`config.mk`:
```
export PLATFORM = sky130hd
export DESIGN_NAME = fpu_sequencer_flat
export DESIGN_NICKNAME = d
export VERILOG_FILES = /design/src/rtl/fpu_sequencer_if.sv /design/src/rtl/fpu_sequencer.sv /design/src/flat_wrapper.sv
export SDC_FILE = /design/constraint.sdc
export NUM_CORES = 1
export LEC_CHECK = 0
export BUFFER_PORTS_ARGS = -buffer_cell sky130_fd_sc_hd__buf_2
export CORE_ASPECT_RATIO = 0.7
export CORE_MARGIN = 3
export CORE_UTILIZATION = 46
export CTS_CLUSTER_SIZE = 40
export DETAILED_ROUTE_END_ITERATION = 8
export GPL_TIMING_DRIVEN = 0
export PLACE_DENSITY = 0.85
export SYNTH_ARGS = -nofsm -noshare
export SYNTH_HDL_FRONTEND = slang
export SYNTH_SLANG_ARGS = --single-unit
```
`constraint.sdc`:
```
create_clock -name clk -period 2.8 [get_ports clk]
set_clock_uncertainty 0.2 [all_clocks]
set_input_delay 0.14 -clock clk [delete_from_list [all_inputs] [get_ports clk]]
set_output_delay 0.14 -clock clk [all_outputs]
set_load 0.03 [all_outputs]
```
`src/rtl/fpu_sequencer_if.sv`:
```
// Command channel into fpu_sequencer: valid/ready handshake carrying an opcode and a load word.
// The master drives commands and the slave (the sequencer) returns ready.
interface fpu_sequencer_if;
    logic        cmd_valid;
    logic        cmd_ready;
    logic [1:0]  cmd_op;
    logic [22:0] cmd_data;

    modport master (output cmd_valid, output cmd_op, output cmd_data, input cmd_ready);
    modport slave  (input cmd_valid, input cmd_op, input cmd_data, output cmd_ready);
endinterface

```
`src/rtl/fpu_sequencer.sv`:
```
// Accumulator front-end for the fpu add/sub core: holds R1/R2, issues start strobes, writes results back to R1.
// Optional watchdog on the wait states is enabled by defining FPU_SEQ_TIMEOUT_EN.
module fpu_sequencer #(
    parameter int TIMEOUT_CYCLES = 31
) (
    input  logic           clk,
    input  logic           reset,
    fpu_sequencer_if.slave cmd,
    output logic [22:0]    r1_out,
    output logic           res_valid,
    output logic           err,
    output logic           fpu_add,
    output logic           fpu_sub,
    output logic           fpu_reg1_s,
    output logic [6:0]     fpu_reg1_e,
    output logic [14:0]    fpu_reg1_m,
    output logic           fpu_reg2_s,
    output logic [6:0]     fpu_reg2_e,
    output logic [14:0]    fpu_reg2_m,
    input  logic           fpu_res_s,
    input  logic [6:0]     fpu_res_e,
    input  logic [14:0]    fpu_res_m,
    input  logic           fpu_idle
);
    localparam logic [1:0] S_IDLE      = 2'd0;
    localparam logic [1:0] S_ISSUE     = 2'd1;
    localparam logic [1:0] S_WAIT_BUSY = 2'd2;
    localparam logic [1:0] S_WAIT_DONE = 2'd3;

    localparam logic [1:0] OP_LOAD_R1 = 2'b00;
    localparam logic [1:0] OP_LOAD_R2 = 2'b01;

    if (TIMEOUT_CYCLES < 1) begin : g_bad_timeout
        $error("TIMEOUT_CYCLES must be at least 1");
    end

    logic [1:0]  state_q, state_d;
    logic [22:0] r1_q, r1_d;
    logic [22:0] r2_q, r2_d;
    logic        sub_q, sub_d;
    logic        res_valid_q, res_valid_d;

`ifdef FPU_SEQ_TIMEOUT_EN
    localparam int CNT_W = $clog2(TIMEOUT_CYCLES + 1);
    logic [CNT_W-1:0] cnt_q, cnt_d;
    logic             err_q, err_d;
    logic             timeout;

    assign timeout = (cnt_q == CNT_W'(TIMEOUT_CYCLES - 1));
    assign err     = err_q;
`else
    assign err = 1'b0;
`endif

    // fpu_idle is unknown right after reset, so ready is also masked while reset is held.
    assign cmd.cmd_ready = (state_q == S_IDLE) & fpu_idle & ~reset;

    always_comb begin
        state_d     = state_q;
        r1_d        = r1_q;
        r2_d        = r2_q;
        sub_d       = sub_q;
        res_valid_d = 1'b0;
`ifdef FPU_SEQ_TIMEOUT_EN
        cnt_d       = cnt_q;
        err_d       = err_q;
`endif
        case (state_q)
            S_IDLE: begin
                if (cmd.cmd_valid && cmd.cmd_ready) begin
                    case (cmd.cmd_op)
                        OP_LOAD_R1: r1_d = cmd.cmd_data;
                        OP_LOAD_R2: r2_d = cmd.cmd_data;
                        default: begin
                            sub_d   = cmd.cmd_op[0];
                            state_d = S_ISSUE;
                        end
                    endcase
                end
            end
            S_ISSUE: begin
                state_d = S_WAIT_BUSY;
`ifdef FPU_SEQ_TIMEOUT_EN
                cnt_d   = '0;
`endif
            end
            S_WAIT_BUSY: begin
                if (!fpu_idle) begin
                    state_d = S_WAIT_DONE;
`ifdef FPU_SEQ_TIMEOUT_EN
                    cnt_d   = '0;
                end else if (timeout) begin
                    err_d   = 1'b1;
                    state_d = S_IDLE;
                end else begin
                    cnt_d   = cnt_q + 1'b1;
`endif
                end
            end
            default: begin
                // The core's result is taken raw; overflow is not screened here.
                if (fpu_idle) begin
                    r1_d        = {fpu_res_s, fpu_res_e, fpu_res_m};
                    res_valid_d = 1'b1;
                    state_d     = S_IDLE;
`ifdef FPU_SEQ_TIMEOUT_EN
                end else if (timeout) begin
                    err_d   = 1'b1;
                    state_d = S_IDLE;
                end else begin
                    cnt_d   = cnt_q + 1'b1;
`endif
                end
            end
        endcase
    end

    always_ff @(posedge clk) begin
        if (reset) begin
            state_q     <= S_IDLE;
            r1_q        <= '0;
            r2_q        <= '0;
            res_valid_q <= 1'b0;
`ifdef FPU_SEQ_TIMEOUT_EN
            cnt_q       <= '0;
            err_q       <= 1'b0;
`endif
        end else begin
            state_q     <= state_d;
            r1_q        <= r1_d;
            r2_q        <= r2_d;
            res_valid_q <= res_valid_d;
`ifdef FPU_SEQ_TIMEOUT_EN
            cnt_q       <= cnt_d;
            err_q       <= err_d;
`endif
        end
    end

    // Operation select is only consulted in S_ISSUE, so it needs no reset.
    always_ff @(posedge clk) begin
        sub_q <= sub_d;
    end

    assign res_valid = res_valid_q;
    assign fpu_add   = (state_q == S_ISSUE) & ~sub_q;
    assign fpu_sub   = (state_q == S_ISSUE) &  sub_q;
    assign r1_out    = r1_q;
    assign {fpu_reg1_s, fpu_reg1_e, fpu_reg1_m} = r1_q;
    assign {fpu_reg2_s, fpu_reg2_e, fpu_reg2_m} = r2_q;
endmodule
```
`src/flat_wrapper.sv`:
```
// flat-port wrapper written by rule: the top's interface ports become plain ports
module fpu_sequencer_flat 
#(
    parameter int TIMEOUT_CYCLES = 31
)
  (clk, reset, r1_out, res_valid, err, fpu_add, fpu_sub, fpu_reg1_s, fpu_reg1_e, fpu_reg1_m, fpu_reg2_s, fpu_reg2_e, fpu_reg2_m, fpu_res_s, fpu_res_e, fpu_res_m, fpu_idle, cmd_cmd_valid, cmd_cmd_op, cmd_cmd_data, cmd_cmd_ready);
  fpu_sequencer_if cmd_i ();
  input  logic clk;
  input  logic reset;
  output logic [22:0] r1_out;
  output logic res_valid;
  output logic err;
  output logic fpu_add;
  output logic fpu_sub;
  output logic fpu_reg1_s;
  output logic [6:0] fpu_reg1_e;
  output logic [14:0] fpu_reg1_m;
  output logic fpu_reg2_s;
  output logic [6:0] fpu_reg2_e;
  output logic [14:0] fpu_reg2_m;
  input  logic fpu_res_s;
  input  logic [6:0] fpu_res_e;
  input  logic [14:0] fpu_res_m;
  input  logic fpu_idle;
  input wire logic [$bits(cmd_i.cmd_valid)-1:0] cmd_cmd_valid;
  input wire logic [$bits(cmd_i.cmd_op)-1:0] cmd_cmd_op;
  input wire logic [$bits(cmd_i.cmd_data)-1:0] cmd_cmd_data;
  output wire logic [$bits(cmd_i.cmd_ready)-1:0] cmd_cmd_ready;
  assign cmd_i.cmd_valid = cmd_cmd_valid;
  assign cmd_i.cmd_op = cmd_cmd_op;
  assign cmd_i.cmd_data = cmd_cmd_data;
  assign cmd_cmd_ready = cmd_i.cmd_ready;
  fpu_sequencer #(.TIMEOUT_CYCLES(TIMEOUT_CYCLES)) u_core (.clk(clk), .reset(reset), .cmd(cmd_i), .r1_out(r1_out), .res_valid(res_valid), .err(err), .fpu_add(fpu_add), .fpu_sub(fpu_sub), .fpu_reg1_s(fpu_reg1_s), .fpu_reg1_e(fpu_reg1_e), .fpu_reg1_m(fpu_reg1_m), .fpu_reg2_s(fpu_reg2_s), .fpu_reg2_e(fpu_reg2_e), .fpu_reg2_m(fpu_reg2_m), .fpu_res_s(fpu_res_s), .fpu_res_e(fpu_res_e), .fpu_res_m(fpu_res_m), .fpu_idle(fpu_idle));
endmodule
```
==> summary.md <==
| Metric | Value |
|---|---|
| Post-synth top cells | `dfxtp_1, buf_4, nor2b_1` |
| PD cells | `444 mW/mm^2` |
| Final WL | `just under 8 mm` |
| Die area | `~0.0067 sq mm` |
| H-Tree Level Count | `2` |
| Worst setup EP type | `output pin` |
| Setup TNS | `0 ns` |
| 1st-iter DRT viols | `222` |
| Yosys top cell by area | `dfxtp_1` |
| Fin Hold WS | `-0.00272 ns` |
| Multi-input gate area | `about 0.0013 sq mm` |
| Kind of critical path | `reg2out` |
| Largest net degree at the start of global routing | `16` |
| Distinct cells, synth | `31` |
| Top Ports | `between 100 and 150` |
| Residual DRC | `0` |
| Row count | `22` |
| CTS tree | `yes` |
| Required time of the critical path | `2.46 ns` |
| Syn Nets | `about 340` |
| Drt pass-1 iters | `4` |
| Unrepaired setup endpoints after global routing | `false` |
| Skew-Pair Late Insertion Delay | `~0.3 ns` |
| Syn-to-layout area delta | `40.7%` |
| Final #Nets | `501` |
| Top cell type's share of synthesized area | `37.1%` |
| Sequential fraction of the synthesis area | `about two fifths` |
| Placer Congestion | `approximately 0.85` |
| Final setup viols | `0` |
| HP Class | `in2reg` |
| Starting Density | `49.0%` |
| Max Cap Viol | `0` |
| Initial antenna violation count | `0` |
| Grt ovf | `0` |
| Max IR drop VDD | `approximately 250 uV` |
| Slew Limit Headroom | `around two thirds` |
| Seq. cell area | `just over 0.001 sq mm` |
| Final Cell Area | `~0.0037 sq mm` |
| LEAKAGE | `between 1.5 and 2 nW` |
| Placed Area | `around 0.0034 sq mm` |
| DR vias | `roughly 2600` |
| Drt via density | `5.08` |
| Worst-path maximum fanout | `10` |
| CP arrival | `1.80 ns` |
| Fin. max-slew vios | `0` |
| DRT antenna net count | `0` |
| Final min period | `2.14 ns` |
| Final period utilization | `roughly 77%` |
| Die Height | `approximately 70 um` |
| Dominant cell by count in the synthesized netlist | `dfxtp_1` |
| Final Util | `between 60% and 70%` |
| Maximum clock path buffer count | `2` |
| Synth area leaders | `dfxtp_1, mux2_2, mux2i_1` |
| Fmax | `~0.47 GHz` |
| I/O Buffers | `approximately 120` |
| WL/cell | `15.0 um` |
| Run status | `finished, violations left` |
| Gr usage total | `between 20 and 25%` |
| Clk sinks | `50` |
| Top FF cell, synth | `dfxtp_1` |
| Worst Tran Pin Value | `0.528 ns` |
| Cells after Synth | `about 290` |
| Cts bufs inserted | `5` |
| CTS clk-pin slew, worst paths | `around 0.09 ns` |
| Failing checks | `negative hold slack` |
| Syn Area/Cell | `9.18 sq um` |
| Diodes inserted | `0` |
| Fin. Hold Viols | `2` |
| First-pass GRT wire length | `~12 mm` |
| Fillers | `~470` |
| Cell area after synthesis | `around 0.0026 sq mm` |
| Critical path startpoint category | `flip-flop` |
| Share of layout cells above drive strength 1 | `a little over two fifths` |
| Core Footprint | `roughly 0.0054 sq mm` |
| Root Buffer | `clkbuf_8` |
| Chip Width | `between 90 and 100 um` |
| Hpwl dp | `approximately 5.4 mm` |
| Vias in the first global route | `approximately 2600` |
| Yosys warns | `0` |
| Reg2reg setup slack | `around 0.66 ns` |
| Fraction of registers with async set/reset | `0%` |
| Post-synthesis register bit count | `50` |
| Number of flops mapped to enable cells by yosys | `1` |
-- layer usage --
metal  global-route usage [%]  vias up  routed length [um]
li1                         -     1278                   -
met1                     30.7     1209                3340
met2                     37.4      128                3630
met3                     3.69       23                 584
met4                     9.18        0                 224
met5                        0        -                   0
-- timing repair --
| action | 4_1_cts | 5_1_grt |
|---|---|---|
| gates resized for setup | 0 | 0 |
| hold buffers | 27 | 0 |
| buffers inserted | 0 | 0 |
| endpoints found under the hold margin | 27 | 0 |
-- state kept, by name (all words and copies together), names as in the netlist --
register,count
u_core.sub_q,1
u_core.state_q,2
u_core.res_valid,1
u_core.r1_out,23
u_core.r2_q,23
-- worst max-delay path, cell delays in order (launching register included) --
cell     delay (ns)
dfxtp_1        0.34
inv_1          0.09
ha_1           0.14
buf_4          0.15
buf_6          0.18
buf_4          0.24
and3_1         0.17
buf_2          0.19
-- per-stage QoR --
stage          instances  setup WS, ns  power, mW
6_report             519         0.657       1.65
5_1_grt              519         0.541       1.72
4_1_cts              519         0.652       1.65
3_5_place_dp         484         0.719       1.19
3_3_place_gp         484         0.739       1.18
2_1_floorplan        288         0.877       1.06
-- layout by cell type (no fill, tap or decap), types with 2 or more instances in the layout --
master,count
dfxtp_1,49
inv_1,3
o21ai_0,24
buf_1,2
nor2_1,24
nand2b_1,2
nand3_1,23
nor2b_1,25
a21oi_1,23
mux2_2,22
and3_1,2
ha_1,3
buf_4,27
clkbuf_1,11
mux2i_1,24
and3b_1,2
and2_1,2
buf_2,129
buf_6,3
dlygate4sd3_1,27
clkbuf_8,6
-- final cells by class --
cell class,instances,area share (%)
clock buffer,6,2.22
multi-input combinational,187,35.2
timing repair buffer,151,24.0
clock inverter,2,0.303
sequential,50,27.2
inverter,3,0.303
tap,72,2.42
buffer,48,8.35
-- power breakdown --
part           switching (mW)  internal [mW]
registers              0.0151          0.736
logic                   0.255          0.200
clock network           0.246          0.200
total                   0.515           1.14
-- logic make-up (layout without fill, tap and decap cells) --
family | Yosys count | count (layout) | share of synthesized area, %
compound gates | 50 | 50 | 10.4
fa+ha+maj | 3 | 3 | 1.42
simple gates | 86 | 86 | 18.6
flops | 50 | 50 | 38.3
other cells | 1 | 1 | 0.142
mux | 47 | 47 | 19.0
buf+inv | 51 | 210 | 12.2
-- final timing paths --
check,start,end,cells past startpoint
min,fpu_res_m[2],u_core.r1_out[2],4
min reg2reg,u_core.r2_q[3],u_core.r2_q[3],2
max reg2reg,u_core.state_q[0],u_core.r2_q[16],8
max,u_core.state_q[0],cmd_cmd_ready,7
No activity file was read; power rests on OpenSTA's default activity.
